===== config.mk =====
export PLATFORM = sky130hd
export DESIGN_NAME = mmio_bus_initiator_flat
export DESIGN_NICKNAME = d
export VERILOG_FILES = /design/src/rtl/mmio_pkg.sv /design/src/rtl/mmio_bus_initiator_if.sv /design/src/rtl/mmio_serdes.sv /design/src/rtl/mmio_bus_initiator.sv /design/src/flat_wrapper.sv
export SDC_FILE = /design/constraint.sdc
export NUM_CORES = 1
export LEC_CHECK = 0
export BUFFER_PORTS_ARGS = -buffer_cell sky130_fd_sc_hd__buf_2
export CAP_MARGIN = 20
export CORE_MARGIN = 4
export CORE_UTILIZATION = 58
export CTS_BUF_LIST = sky130_fd_sc_hd__clkbuf_8 sky130_fd_sc_hd__clkbuf_16
export CTS_CLUSTER_DIAMETER = 100
export CTS_CLUSTER_SIZE = 24
export DETAILED_ROUTE_END_ITERATION = 8
export PLACE_DENSITY_LB_ADDON = 0.3
export SETUP_SLACK_MARGIN = 0.1
export SLEW_MARGIN = 20
export SYNTH_ARGS = -nofsm -noshare
export SYNTH_HDL_FRONTEND = slang
export SYNTH_SLANG_ARGS = --single-unit

===== constraint.sdc =====
create_clock -name clk -period 3.4 [get_ports clk]
set_input_delay 1.02 -clock clk [delete_from_list [all_inputs] [get_ports clk]]
set_output_delay 1.02 -clock clk [all_outputs]
set_load 0.05 [all_outputs]

===== src/rtl/mmio_pkg.sv =====
`default_nettype none
// ============================================================================
// mmio_pkg: address map, FSM states and access-legality check for the MMIO initiator
// Rev 1.0
// ============================================================================
package mmio_pkg;

  localparam logic [3:0] ADDR_KEYPAD  = 4'h0;
  localparam logic [3:0] ADDR_DISPLAY = 4'h4;

  typedef enum logic [1:0] {
    IDLE  = 2'd0,
    SETUP = 2'd1,
    XFER  = 2'd2,
    DONE  = 2'd3
  } state_e;

  // Keypad is read-only, display is write-only; everything else is unmapped.
  function automatic logic access_ok(input logic [31:0] addr, input logic we);
    return we ? (addr == {28'd0, ADDR_DISPLAY}) : (addr == {28'd0, ADDR_KEYPAD});
  endfunction

endpackage
`default_nettype wire


===== src/rtl/mmio_bus_initiator_if.sv =====
`default_nettype none
// ============================================================================
// mmio_bus_initiator_if: CPU request handshake plus serial peripheral port
// Rev 1.0
// ============================================================================
interface mmio_bus_initiator_if #(
  parameter int ADDR_W = 4,
  parameter int DATA_W = 8
);
  logic              req;
  logic              we;
  logic [ADDR_W-1:0] addr;
  logic [DATA_W-1:0] wdata;
  logic              busy;
  logic              done;
  logic              error;
  logic [DATA_W-1:0] rdata;
  logic [ADDR_W-1:0] address;
  logic              din;
  logic              writeEnable;
  logic              dout;

  modport master (
    input  req, we, addr, wdata, dout,
    output busy, done, error, rdata, address, din, writeEnable
  );

  modport slave (
    output req, we, addr, wdata, dout,
    input  busy, done, error, rdata, address, din, writeEnable
  );
endinterface
`default_nettype wire


===== src/rtl/mmio_serdes.sv =====
`default_nettype none
// ============================================================================
// mmio_serdes: bit counter, LSB-first write shifter and read shadow register
// Rev 1.0
// ============================================================================
module mmio_serdes #(
  parameter int DATA_W = 8
) (
  input  logic              clk,
  input  logic              reset,
  input  logic              load_i,
  input  logic              load_wr_i,
  input  logic [DATA_W-1:0] wdata_i,
  input  logic              step_i,
  input  logic              dout_i,
  output logic              last_o,
  output logic              din_o,
  output logic [DATA_W-1:0] shadow_d_o
);
  localparam int              CNT_W    = (DATA_W > 1) ? $clog2(DATA_W) : 1;
  localparam logic [CNT_W-1:0] CNT_LAST = CNT_W'(DATA_W - 1);

  logic [CNT_W-1:0]  cnt_q, cnt_d;
  logic [DATA_W-1:0] wsh_q, wsh_d;
  logic [DATA_W-1:0] shadow_q, shadow_d;

  assign last_o     = (cnt_q == CNT_LAST);
  assign din_o      = wsh_q[0];
  // Exposes the in-flight bit so the final sample can be captured on the exit edge.
  assign shadow_d_o = shadow_d;

  always_comb begin
    cnt_d    = cnt_q;
    wsh_d    = wsh_q;
    shadow_d = shadow_q;
    if (load_i) begin
      cnt_d = '0;
      if (load_wr_i) begin
        wsh_d = wdata_i;
      end
    end else if (step_i) begin
      cnt_d            = last_o ? '0 : cnt_q + CNT_W'(1);
      wsh_d            = wsh_q >> 1;
      shadow_d[cnt_q]  = dout_i;
    end
  end

  always_ff @(posedge clk) begin
    if (reset) begin
      cnt_q    <= '0;
      wsh_q    <= '0;
      shadow_q <= '0;
    end else begin
      cnt_q    <= cnt_d;
      wsh_q    <= wsh_d;
      shadow_q <= shadow_d;
    end
  end
endmodule
`default_nettype wire


===== src/rtl/mmio_bus_initiator.sv =====
`default_nettype none
// ============================================================================
// mmio_bus_initiator: serialises CPU loads/stores onto the 1-bit peripheral port
// Rev 1.0
// ============================================================================
module mmio_bus_initiator #(
  parameter int ADDR_W   = 4,
  parameter int DATA_W   = 8,
  parameter int READ_LAT = 1
) (
  input  logic                 clk,
  input  logic                 reset,
  mmio_bus_initiator_if.master bus
);
  import mmio_pkg::*;

  state_e            state_q, state_d;
  logic              we_q, we_d;
  logic              err_q, err_d;
  logic [ADDR_W-1:0] address_q, address_d;
  logic [DATA_W-1:0] rdata_q, rdata_d;
  logic [1:0]        lat_q, lat_d;
  logic              legal;
  logic              load;
  logic              step;
  logic              last;
  logic              din;
  logic [DATA_W-1:0] shadow_nxt;

  assign legal = access_ok(32'(bus.addr), bus.we);
  assign step  = (state_q == XFER);

  always_comb begin
    state_d   = state_q;
    we_d      = we_q;
    err_d     = err_q;
    address_d = address_q;
    rdata_d   = rdata_q;
    lat_d     = lat_q;
    load      = 1'b0;
    case (state_q)
      IDLE: begin
        if (bus.req) begin
          err_d = !legal;
          if (!legal) begin
            state_d = DONE;
          end else begin
            load      = 1'b1;
            we_d      = bus.we;
            address_d = bus.addr;
            lat_d     = '0;
            state_d   = (!bus.we && READ_LAT > 0) ? SETUP : XFER;
          end
        end
      end
      SETUP: begin
        if (lat_q == 2'(READ_LAT - 1)) begin
          state_d = XFER;
        end else begin
          lat_d = lat_q + 2'd1;
        end
      end
      XFER: begin
        if (last) begin
          state_d = DONE;
          if (!we_q) begin
            rdata_d = shadow_nxt;
          end
        end
      end
      DONE:    state_d = IDLE;
      default: state_d = IDLE;
    endcase
  end

  always_ff @(posedge clk) begin
    if (reset) begin
      state_q   <= IDLE;
      we_q      <= 1'b0;
      err_q     <= 1'b0;
      address_q <= '0;
      rdata_q   <= '0;
      lat_q     <= '0;
    end else begin
      state_q   <= state_d;
      we_q      <= we_d;
      err_q     <= err_d;
      address_q <= address_d;
      rdata_q   <= rdata_d;
      lat_q     <= lat_d;
    end
  end

  mmio_serdes #(.DATA_W(DATA_W)) u_serdes (
    .clk        (clk),
    .reset      (reset),
    .load_i     (load),
    .load_wr_i  (bus.we),
    .wdata_i    (bus.wdata),
    .step_i     (step),
    .dout_i     (bus.dout),
    .last_o     (last),
    .din_o      (din),
    .shadow_d_o (shadow_nxt)
  );

  assign bus.busy        = (state_q != IDLE);
  assign bus.done        = (state_q == DONE);
  assign bus.error       = (state_q == DONE) && err_q;
  assign bus.rdata       = rdata_q;
  assign bus.address     = address_q;
  assign bus.din         = din;
  assign bus.writeEnable = step && we_q;
endmodule
`default_nettype wire


===== src/flat_wrapper.sv =====
// flat-port wrapper written by rule: the top's interface ports become plain ports
module mmio_bus_initiator_flat import mmio_pkg::*;
#(
  parameter int ADDR_W   = 4,
  parameter int DATA_W   = 8,
  parameter int READ_LAT = 1
)
  (clk, reset, bus_req, bus_we, bus_addr, bus_wdata, bus_dout, bus_busy, bus_done, bus_error, bus_rdata, bus_address, bus_din, bus_writeEnable);
  mmio_bus_initiator_if #(.ADDR_W(ADDR_W), .DATA_W(DATA_W)) bus_i ();
  input  logic clk;
  input  logic reset;
  input wire logic [$bits(bus_i.req)-1:0] bus_req;
  input wire logic [$bits(bus_i.we)-1:0] bus_we;
  input wire logic [$bits(bus_i.addr)-1:0] bus_addr;
  input wire logic [$bits(bus_i.wdata)-1:0] bus_wdata;
  input wire logic [$bits(bus_i.dout)-1:0] bus_dout;
  output wire logic [$bits(bus_i.busy)-1:0] bus_busy;
  output wire logic [$bits(bus_i.done)-1:0] bus_done;
  output wire logic [$bits(bus_i.error)-1:0] bus_error;
  output wire logic [$bits(bus_i.rdata)-1:0] bus_rdata;
  output wire logic [$bits(bus_i.address)-1:0] bus_address;
  output wire logic [$bits(bus_i.din)-1:0] bus_din;
  output wire logic [$bits(bus_i.writeEnable)-1:0] bus_writeEnable;
  assign bus_i.req = bus_req;
  assign bus_i.we = bus_we;
  assign bus_i.addr = bus_addr;
  assign bus_i.wdata = bus_wdata;
  assign bus_i.dout = bus_dout;
  assign bus_busy = bus_i.busy;
  assign bus_done = bus_i.done;
  assign bus_error = bus_i.error;
  assign bus_rdata = bus_i.rdata;
  assign bus_address = bus_i.address;
  assign bus_din = bus_i.din;
  assign bus_writeEnable = bus_i.writeEnable;
  mmio_bus_initiator #(.ADDR_W(ADDR_W), .DATA_W(DATA_W), .READ_LAT(READ_LAT)) u_core (.clk(clk), .reset(reset), .bus(bus_i));
endmodule

==> impl_metrics.tcl, run 1 <==
set metrics [dict create \
    synth_flop_cell "dfxtp_1" \
    syn_to_final_growth_pct 12.6 \
    synth_compound_area_share_pct 19.2 \
    tns_ns 0 \
    antenna_found_initial 0 \
    syn_area_um2 1780 \
    yosys.area_share.simple_pct 15.4 \
    die_area_um2 4030 \
    cp-end-kind "primary output" \
    synth_top_area_share_pct 41.5 \
    utilization_pct 70.4 \
    setup_violations 0 \
    post_cts_resized 0 \
    ant_nets 0 \
    worstSetupStartpointType "register" \
    synth-async-reset-ratio_pct 0 \
    die_x_um 63.4 \
    numCtsBuffers 5 \
    slew_viol_final 0 \
    crit_type "reg2out" \
    dr.pass1.iters 4 \
    post_drt_wl_per_cell_um 14.3 \
    place.gp.congestion 0.813 \
    grt_setup_unrepaired "false" \
    grt_max_degree 20 \
    grt_pass1_vias 1476 \
    period_needed_ns 2.81 \
    path_clk_slew_ns 0.07 \
    placed_cells 244 \
    avgSynthCellArea_um2 9.33 \
    rows 19 \
    clockRootBuffer "clkbuf_8" \
    grt_overflow_total 0 \
    core_area_um2 2850 \
    power.density_nw_per_um2 669 \
    critPathArrivalTime_ns 1.79 \
    ctsHtreeMaxLevel 2 \
    comb_power_share_pct 36.1 \
    synth_xor_area_share_pct 0.912 \
    drt_drc_violations_left 0 \
    synthAdderAreaFrac_pct 5.61 \
    hold_viol_final 0 \
    worstHoldPathType "reg2reg" \
    relSlewSlack_pct 58.6 \
    power_switching_uw 504 \
    yosys-top-cells-count "37 x dfxtp_1, 20 x a21oi_1, 18 x mux2i_1" \
    clockBufferDepth 2 \
    p_sw_share_pct 37.5 \
    power_leakage_nw 0.848 \
    hold_buffers 0 \
    finalCritPeriodShare_pct 82.8 \
    fin_total_pwr_mw 1.34 \
    startpoint "u_core.state_q[0]" \
    layout_setup_ws_ns 0.586 \
    drive_gt1_share_pct 20.0 \
    synth_mux_area_share_pct 10.1 \
    syn_nets 216 \
    p_int_uw 839 \
    p_seq_share_pct 41.5 \
    grt_pass1_wl_um 6430 \
    final_nets 245 \
    worstMarginPinSlew_ns 0.621 \
    diodes 0 \
    min_from "u_core.bus.address[0]" \
    initial_utilization_pct 62.5 \
    outcome "finished clean" \
    synth_top_family_by_area "compound AO/OA/AOI/OAI gates" \
    drt-total-wl_um 3590 \
    yosys.area.top_type "dfxtp_1" \
    initialDrtViolationCount 92 \
    nFillCells 230 \
    skew_ns 0.00818 \
    cp.required_ns 2.38 \
    rr_startpoint "u_core.state_q[0]" \
    synth.area.top_cells "dfxtp_1 42%, mux2i_1 10%, a21oi_1 5.6%" \
    die_h_um 63.4 \
    final_cells 251 \
    dpl_worst_slack_ns 0.738 \
    viasPerCell 5.85 \
    dp_hpwl_um 2570 \
    vias 1468 \
    io_buffers 33 \
    netlist_instances 191 \
    power_frac_clock_pct 22.4 \
    ios 34 \
    synth-edff-count 0 \
    cts_tree "built" \
    post_cts_buffers 0 \
    synth.most_common_cell "dfxtp_1" \
    irDropWorstVdd_v 0.000418 \
    fmax_mhz 355 \
    grt_usage_pct 19.4 \
    ys_ff_latch 37 \
    ys_warn_count 0 \
    maxCapViolCount 0 \
    cts_sinks 37 \
    yosys.cell_types.count 37 \
    insertion_delay_ns 0.28 \
    ys_seq_area_share_pct 41.5 \
    path_max_fanout 18 \
]
==> path summary, 6_finish.rpt <==
| path | end | slack [ns] | cells past startpoint |
|---|---|---|---|
| max | bus_writeEnable | 0.59 | 4 |
| min | u_core.bus.address[0] | 0.46 | 1 |
| max reg2reg | u_core.bus.address[0] | 1.15 | 6 |
| min reg2reg | u_core.bus.address[0] | 0.46 | 1 |
==> per-stage QoR <==
stage          cell area (um2)  hold slack (ns)
2_1_floorplan             1780            0.432
3_3_place_gp              1920            0.444
3_5_place_dp              1920            0.443
4_1_cts                   2010            0.464
5_1_grt                   2010            0.481
6_report                  2010            0.458
==> sequential cells by signal, summed over array words and instances, names as in the netlist <==
signal                    cells
u_core.u_serdes.cnt_q         3
u_core.u_serdes.wsh_q         8
u_core.state_q                2
u_core.bus.rdata              8
u_core.u_serdes.shadow_q      8
u_core.err_q                  1
u_core.we_q                   1
u_core.lat_q                  2
u_core.bus.address            4
==> placed cells by master (no fill, tap or decap), drive strengths merged, types with 2 or more instances in the layout <==
cell type / n
nand2b: 2
buf: 35
nand4: 3
mux2i: 18
dfxtp: 37
nand2: 2
a31oi: 10
a21oi: 20
clkbuf: 6
ha: 8
o21ai: 11
nor2: 13
nand4b: 4
and2: 7
or4b: 2
nand4bb: 3
o31ai: 7
or2: 2
inv: 14
nor3: 3
==> layout make-up <==
cell class | instances | area (um2) | share of cell area, %
timing repair buffer | 35 | 180 | 8.97
multi-input combinational | 128 | 913 | 45.5
clock buffer | 6 | 82.6 | 4.11
sequential | 37 | 741 | 36.9
clock inverter | 1 | 3.75 | 0.187
inverter | 13 | 48.8 | 2.43
tap | 31 | 38.8 | 1.93
==> cells by family (layout without fill, tap and decap cells) <==
kind of cell    after synthesis  in the layout
buf+inv                      26             55
fa+ha+maj                     8              8
mux                          18             18
flops                        37             37
xor+xnor                      1              1
simple gates                 45             45
compound gates               56             56
==> critical path, cell delays in order, from the launching register on <==
cell and delay (ns):
dfxtp_1 0.35, inv_1 0.12, ha_1 0.57, and2_1 0.22
buf_2 0.26
==> per-layer routing <==
metal / wire (um) / track usage [%] / vias up
li1: - / - / 747
met1: 1630 / 23.2 / 687
met2: 1770 / 33.6 / 30
met3: 162 / 5.33 / 4
met4: 27 / 5.66 / 0
met5: 0 / 0 / -
==> power by group through the flow <==
stage / clock [mW] / combinational [mW] / sequential [mW]
after global placement: 0 / 0.459 / 0.560
after floorplan: 0 / 0.408 / 0.568
after detailed placement: 0 / 0.474 / 0.565
after CTS: 0.307 / 0.482 / 0.556
after global routing: 0.323 / 0.536 / 0.569
final: 0.301 / 0.485 / 0.558
No activity file was read; power rests on OpenSTA's default activity.
==> run 2: changes to the inputs <==
- CORE_UTILIZATION: 58 -> 49
- clock period: 3.4 -> 2.3 ns (I/O delays scaled with it)
==> impl_metrics.tcl, run 2 (synthesized netlist as in run 1, its figures left out) <==
set metrics [dict create \
    period_needed_ns 2.10 \
    clockRootBuffer "clkbuf_8" \
    dpl_worst_slack_ns 0.172 \
    grt_pass1_vias 1357 \
    holdPathStages 1 \
    tns_ns 0 \
    fmax_mhz 477 \
    post_cts_buffers 0 \
    crit_path_end "bus_writeEnable" \
    ctsHtreeMaxLevel 2 \
    ff2ff_path_depth 6 \
    vias 1434 \
    path_max_fanout 11 \
    power_frac_clock_pct 26.5 \
    ant_nets 0 \
    drt-total-wl_um 3510 \
    ios 34 \
    cp-end-kind "primary output" \
    critPathArrivalTime_ns 1.41 \
    final_common_cell "dfxtp_1" \
    grt_overflow_total 0 \
    maxCapViolCount 0 \
    crit_type "reg2out" \
    crit_chain "inv_1 > ha_4 > and2_1 > buf_2" \
    diodes 0 \
    die_h_um 68.3 \
    power_leakage_nw 0.878 \
    grt_max_degree 20 \
    min_from "u_core.err_q" \
    p_int_mw 1.39 \
    p_seq_share_pct 38.4 \
    place.gp.congestion 0.803 \
    r2r_end "u_core.u_serdes.wsh_q[0]" \
    post_drt_wl_per_cell_um 12.9 \
    layout_common_cells "37 x dfxtp_1, 33 x buf_2, 20 x a21oi_1" \
    syn_to_final_growth_pct 18.0 \
    initialDrtViolationCount 74 \
    viasPerCell 5.29 \
    path_clk_slew_ns 0.07 \
    finalCritPeriodShare_pct 91.1 \
    worstHoldPathType "reg2reg" \
    comb_power_share_pct 35.1 \
    cp_slowest_stage_delay_ns 0.34 \
    startpoint "u_core.state_q[0]" \
    skew_ns 0.00596 \
    cts_tree "built" \
    rows 21 \
    grt_usage_pct 16.6 \
    final-seq-area_um2 741 \
    dp_hpwl_um 2530 \
    nFillCells 297 \
    setup_violations 0 \
    clockBufferDepth 2 \
    multi_input_area_um2 926 \
    cts_sinks 37 \
    grt_setup_unrepaired "false" \
    slew_viol_final 0 \
    die_area_um2 4670 \
    die_x_um 68.3 \
    cp_slowest_cell "dfxtp_1" \
    numCtsBuffers 5 \
    layout_setup_ws_ns 0.204 \
    rr_startpoint "u_core.state_q[0]" \
    power.density_nw_per_um2 1030 \
    worstSetupStartpointType "register" \
    io_buffers 33 \
    p_sw_share_pct 35.7 \
    cp.required_ns 1.61 \
    r2r_slack_ns 0.26 \
    power_switching_uw 772 \
    relSlewSlack_pct 65.4 \
    initial_utilization_pct 52.2 \
    worstMarginPinSlew_ns 0.519 \
    antenna_found_initial 0 \
    grt_pass1_wl_um 5890 \
    final_nets 249 \
    drive_gt1_share_pct 22.7 \
    outcome "finished clean" \
    irDropWorstVdd_v 0.000689 \
    drt_drc_violations_left 0 \
    dr.pass1.iters 4 \
    hold_viol_final 0 \
    insertion_delay_ns 0.29 \
    core_area_um2 3420 \
]
## run 2: cell count changes in the layout (fill, tap and decap cells not counted)
| cell | change |
|---|---|
| buf_4 | +4 |
| ha_4 | +1 |
| ha_1 | -1 |
| inv_1 | -1 |
| bufinv_16 | +1 |
| clkinvlp_4 | +1 |
## run 2: per-stage QoR
stage / hold WS [ns] / cell area, um2 / utilization [%] / total power [mW] / instances
floorplan: 0.432 / 1780 / - / 1.44 / 191
global placement: 0.439 / 1970 / 57.7 / 1.55 / 263
detailed placement: 0.443 / 1970 / 57.7 / 1.57 / 263
CTS: 0.466 / 2090 / 61.3 / 2.15 / 271
global route: 0.485 / 2100 / 61.6 / 2.30 / 271
finish: 0.460 / 2100 / 61.6 / 2.16 / 271
## run 2: power by group through the flow
stage,registers [mW],clock network (mW),logic (mW)
after CTS,0.824,0.590,0.740
after floorplan,0.840,0,0.603
after global placement,0.836,0,0.717
after detailed placement,0.833,0,0.732
after global routing,0.841,0.615,0.840
final,0.829,0.574,0.759
## run 2: what timing repair did
| action | in CTS | in global routing |
|---|---|---|
| gates resized for setup | 1 | 1 |
| hold buffers | 0 | 0 |
| setup endpoints to repair | 1 | 1 |
## run 2: final cells by class
| type | count | share of cell area (%) |
|---|---|---|
| inverter | 13 | 2.32 |
| timing repair buffer | 39 | 9.99 |
| multi-input combinational | 128 | 44.0 |
| sequential | 37 | 35.2 |
| clock buffer | 6 | 3.93 |
| tap | 46 | 2.74 |
| clock inverter | 2 | 1.78 |
## run 2: routing by layer
metal	vias up	track usage, %	wire length, um	share of wire (%)
li1	759	-	-	-
met1	639	20.8	1710	49
met2	31	27.2	1560	45
met3	5	4.43	197	5.6
met4	0	5.96	37	1.1
met5	-	0	0	0
## run 2: worst max-delay path, delay by kind of cell (launching register included)
| kind | cells | cell delay [ns] |
|---|---|---|
| simple gates | 1 | 0.14 |
| fa+ha+maj | 1 | 0.23 |
| buf+inv | 2 | 0.40 |
| flops | 1 | 0.34 |
## run 2: how the worst min path moves through the flow
stage | endpoint | slack (ns)
after floorplan | u_core.err_q | 0.43
after global placement | u_core.bus.address[3] | 0.44
after detailed placement | u_core.bus.address[3] | 0.44
after CTS | u_core.bus.address[3] | 0.47
after global routing | u_core.err_q | 0.49
final | u_core.err_q | 0.46
==> run 3: changes to the inputs <==
==> constraint.sdc (replaced) <==
create_clock -name clk -period 2.3 [get_ports clk]
set_input_delay 0.345 -clock clk [delete_from_list [all_inputs] [get_ports clk]]
set_output_delay 0.345 -clock clk [all_outputs]
set_load 0.05 [all_outputs]
==> impl_metrics.tcl, run 3 (synthesized netlist as in run 1, its figures left out) <==
set metrics [dict create \
    initialDrtViolationCount 90 \
    maxCapViolCount 0 \
    tns_ns 0 \
    layout_common_cells "37 x dfxtp_1, 33 x buf_2, 20 x a21oi_1" \
    path_buf_inv 3 \
    final_cells 271 \
    crit_type "reg2out" \
    diodes 0 \
    dp_hpwl_um 2600 \
    final_nets 249 \
    io_buffers 33 \
    critPathArrivalTime_ns 1.65 \
    place.gp.congestion 0.807 \
    r2r_end "u_core.u_serdes.wsh_q[0]" \
    syn_to_final_growth_pct 15.9 \
    outcome "finished clean" \
    cp.required_ns 1.96 \
    rr_startpoint "u_core.state_q[0]" \
    cts_sinks 37 \
    skew_ns 0.00217 \
    cp_slowest_cell "dfxtp_1" \
    min_from "bus_wdata[5]" \
    grt_usage_pct 17.3 \
    antenna_found_initial 0 \
    period_needed_ns 1.99 \
    slew_viol_final 0 \
    grt_overflow_total 0 \
    post_cts_resized 0 \
    finalCritPeriodShare_pct 86.5 \
    setup_violations 0 \
    comb_power_share_pct 36.9 \
    power_frac_clock_pct 21.6 \
    whs_ns 0.344 \
    dpl_worst_slack_ns 0.403 \
    clockRootBuffer "clkbuf_8" \
    hold_viol_final 0 \
    power_leakage_nw 0.872 \
    initial_utilization_pct 52.2 \
    worstSetupStartpointType "register" \
    post_cts_buffers 0 \
    placed_cells 263 \
    final_common_cell "dfxtp_1" \
    cp-end-kind "primary output" \
    grt_setup_unrepaired "false" \
    post_drt_wl_per_cell_um 13.1 \
    viasPerCell 5.44 \
    ctsHtreeMaxLevel 2 \
    dr.pass1.iters 5 \
    numCtsBuffers 5 \
    ios 34 \
    grt_pass1_vias 1364 \
    p_int_mw 1.23 \
    ff2ff_path_depth 6 \
    startpoint "u_core.state_q[0]" \
    relSlewSlack_pct 68.5 \
    path_clk_slew_ns 0.07 \
    die_x_um 68.3 \
    clockBufferDepth 2 \
    drt_drc_violations_left 0 \
    r2r_slack_ns 0.40 \
    worstHoldPathType "in2reg" \
    p_sw_share_pct 37.8 \
    die_h_um 68.3 \
    holdPathStages 3 \
    hold_end "u_core.u_serdes.wsh_q[5]" \
    p_seq_share_pct 41.5 \
    insertion_delay_ns 0.29 \
    crit_chain "inv_1 > ha_1 > buf_4 > and2_1 > buf_2" \
    power_switching_uw 749 \
    grt_max_degree 20 \
    cp_slowest_stage_delay_ns 0.34 \
    die_area_um2 4670 \
    power.density_nw_per_um2 959 \
    irDropWorstVdd_v 0.000414 \
    drive_gt1_share_pct 21.8 \
    grt_pass1_wl_um 5950 \
    layout_setup_ws_ns 0.309 \
    hold_buffers 0 \
    cts_tree "built" \
    path_max_fanout 14 \
    ant_nets 0 \
    rows 21 \
    fin_total_pwr_mw 1.98 \
    worstMarginPinSlew_ns 0.473 \
    drt-total-wl_um 3560 \
    vias 1473 \
    critical_path.top_delay_family "buffers and inverters" \
    fmax_mhz 502 \
    core_area_um2 3420 \
]
-- run 3: power by group through the flow --
| stage | Combinational [mW] | Clock, mW | Sequential, mW |
|---|---|---|---|
| 5_1_grt | 0.815 | 0.468 | 0.838 |
| 2_1_floorplan | 0.603 | 0 | 0.840 |
| 6_report | 0.731 | 0.427 | 0.823 |
| 4_1_cts | 0.730 | 0.440 | 0.822 |
| 3_3_place_gp | 0.723 | 0 | 0.832 |
| 3_5_place_dp | 0.729 | 0 | 0.833 |
-- run 3: metal layers --
metal / track usage [%] / wire (um) / part of all wire [%]
met1: 21.3 / 1640 / 46
met2: 27.3 / 1600 / 45
met3: 5.25 / 251 / 7.1
met4: 8.68 / 65 / 1.8
met5: 0 / 0 / 0
-- run 3: worst max path at each step --
stage	endpoint	slack, ns	depth (start not counted)
detailed placement	u_core.u_serdes.wsh_q[6]	0.40	6
floorplan	u_core.u_serdes.wsh_q[0]	0.48	9
CTS	bus_writeEnable	0.30	5
finish	bus_writeEnable	0.31	5
global placement	u_core.u_serdes.wsh_q[0]	0.45	6
global route	bus_writeEnable	0.16	5
-- run 3: area by class of cell --
type,count,area (um2)
clock inverters,3,13.8
clock buffers,5,68.8
flip-flops and latches,37,741
fillers,318,1350
repair buffers,39,223
well taps,46,57.6
multi-input cells,128,913
inverters,13,48.8
-- run 3: worst min-delay path: stages --
cell	delay, ns
buf_2	0.08
mux2i_1	0.05
a21oi_1	0.12
-- run 3: metrics by stage --
step / util [%] / instance area [um2]
final: 60.5 / 2070
after global routing: 60.5 / 2070
after CTS: 60.5 / 2070
after detailed placement: 58.1 / 1980
after global placement: 58.1 / 1980
after floorplan: - / 1780
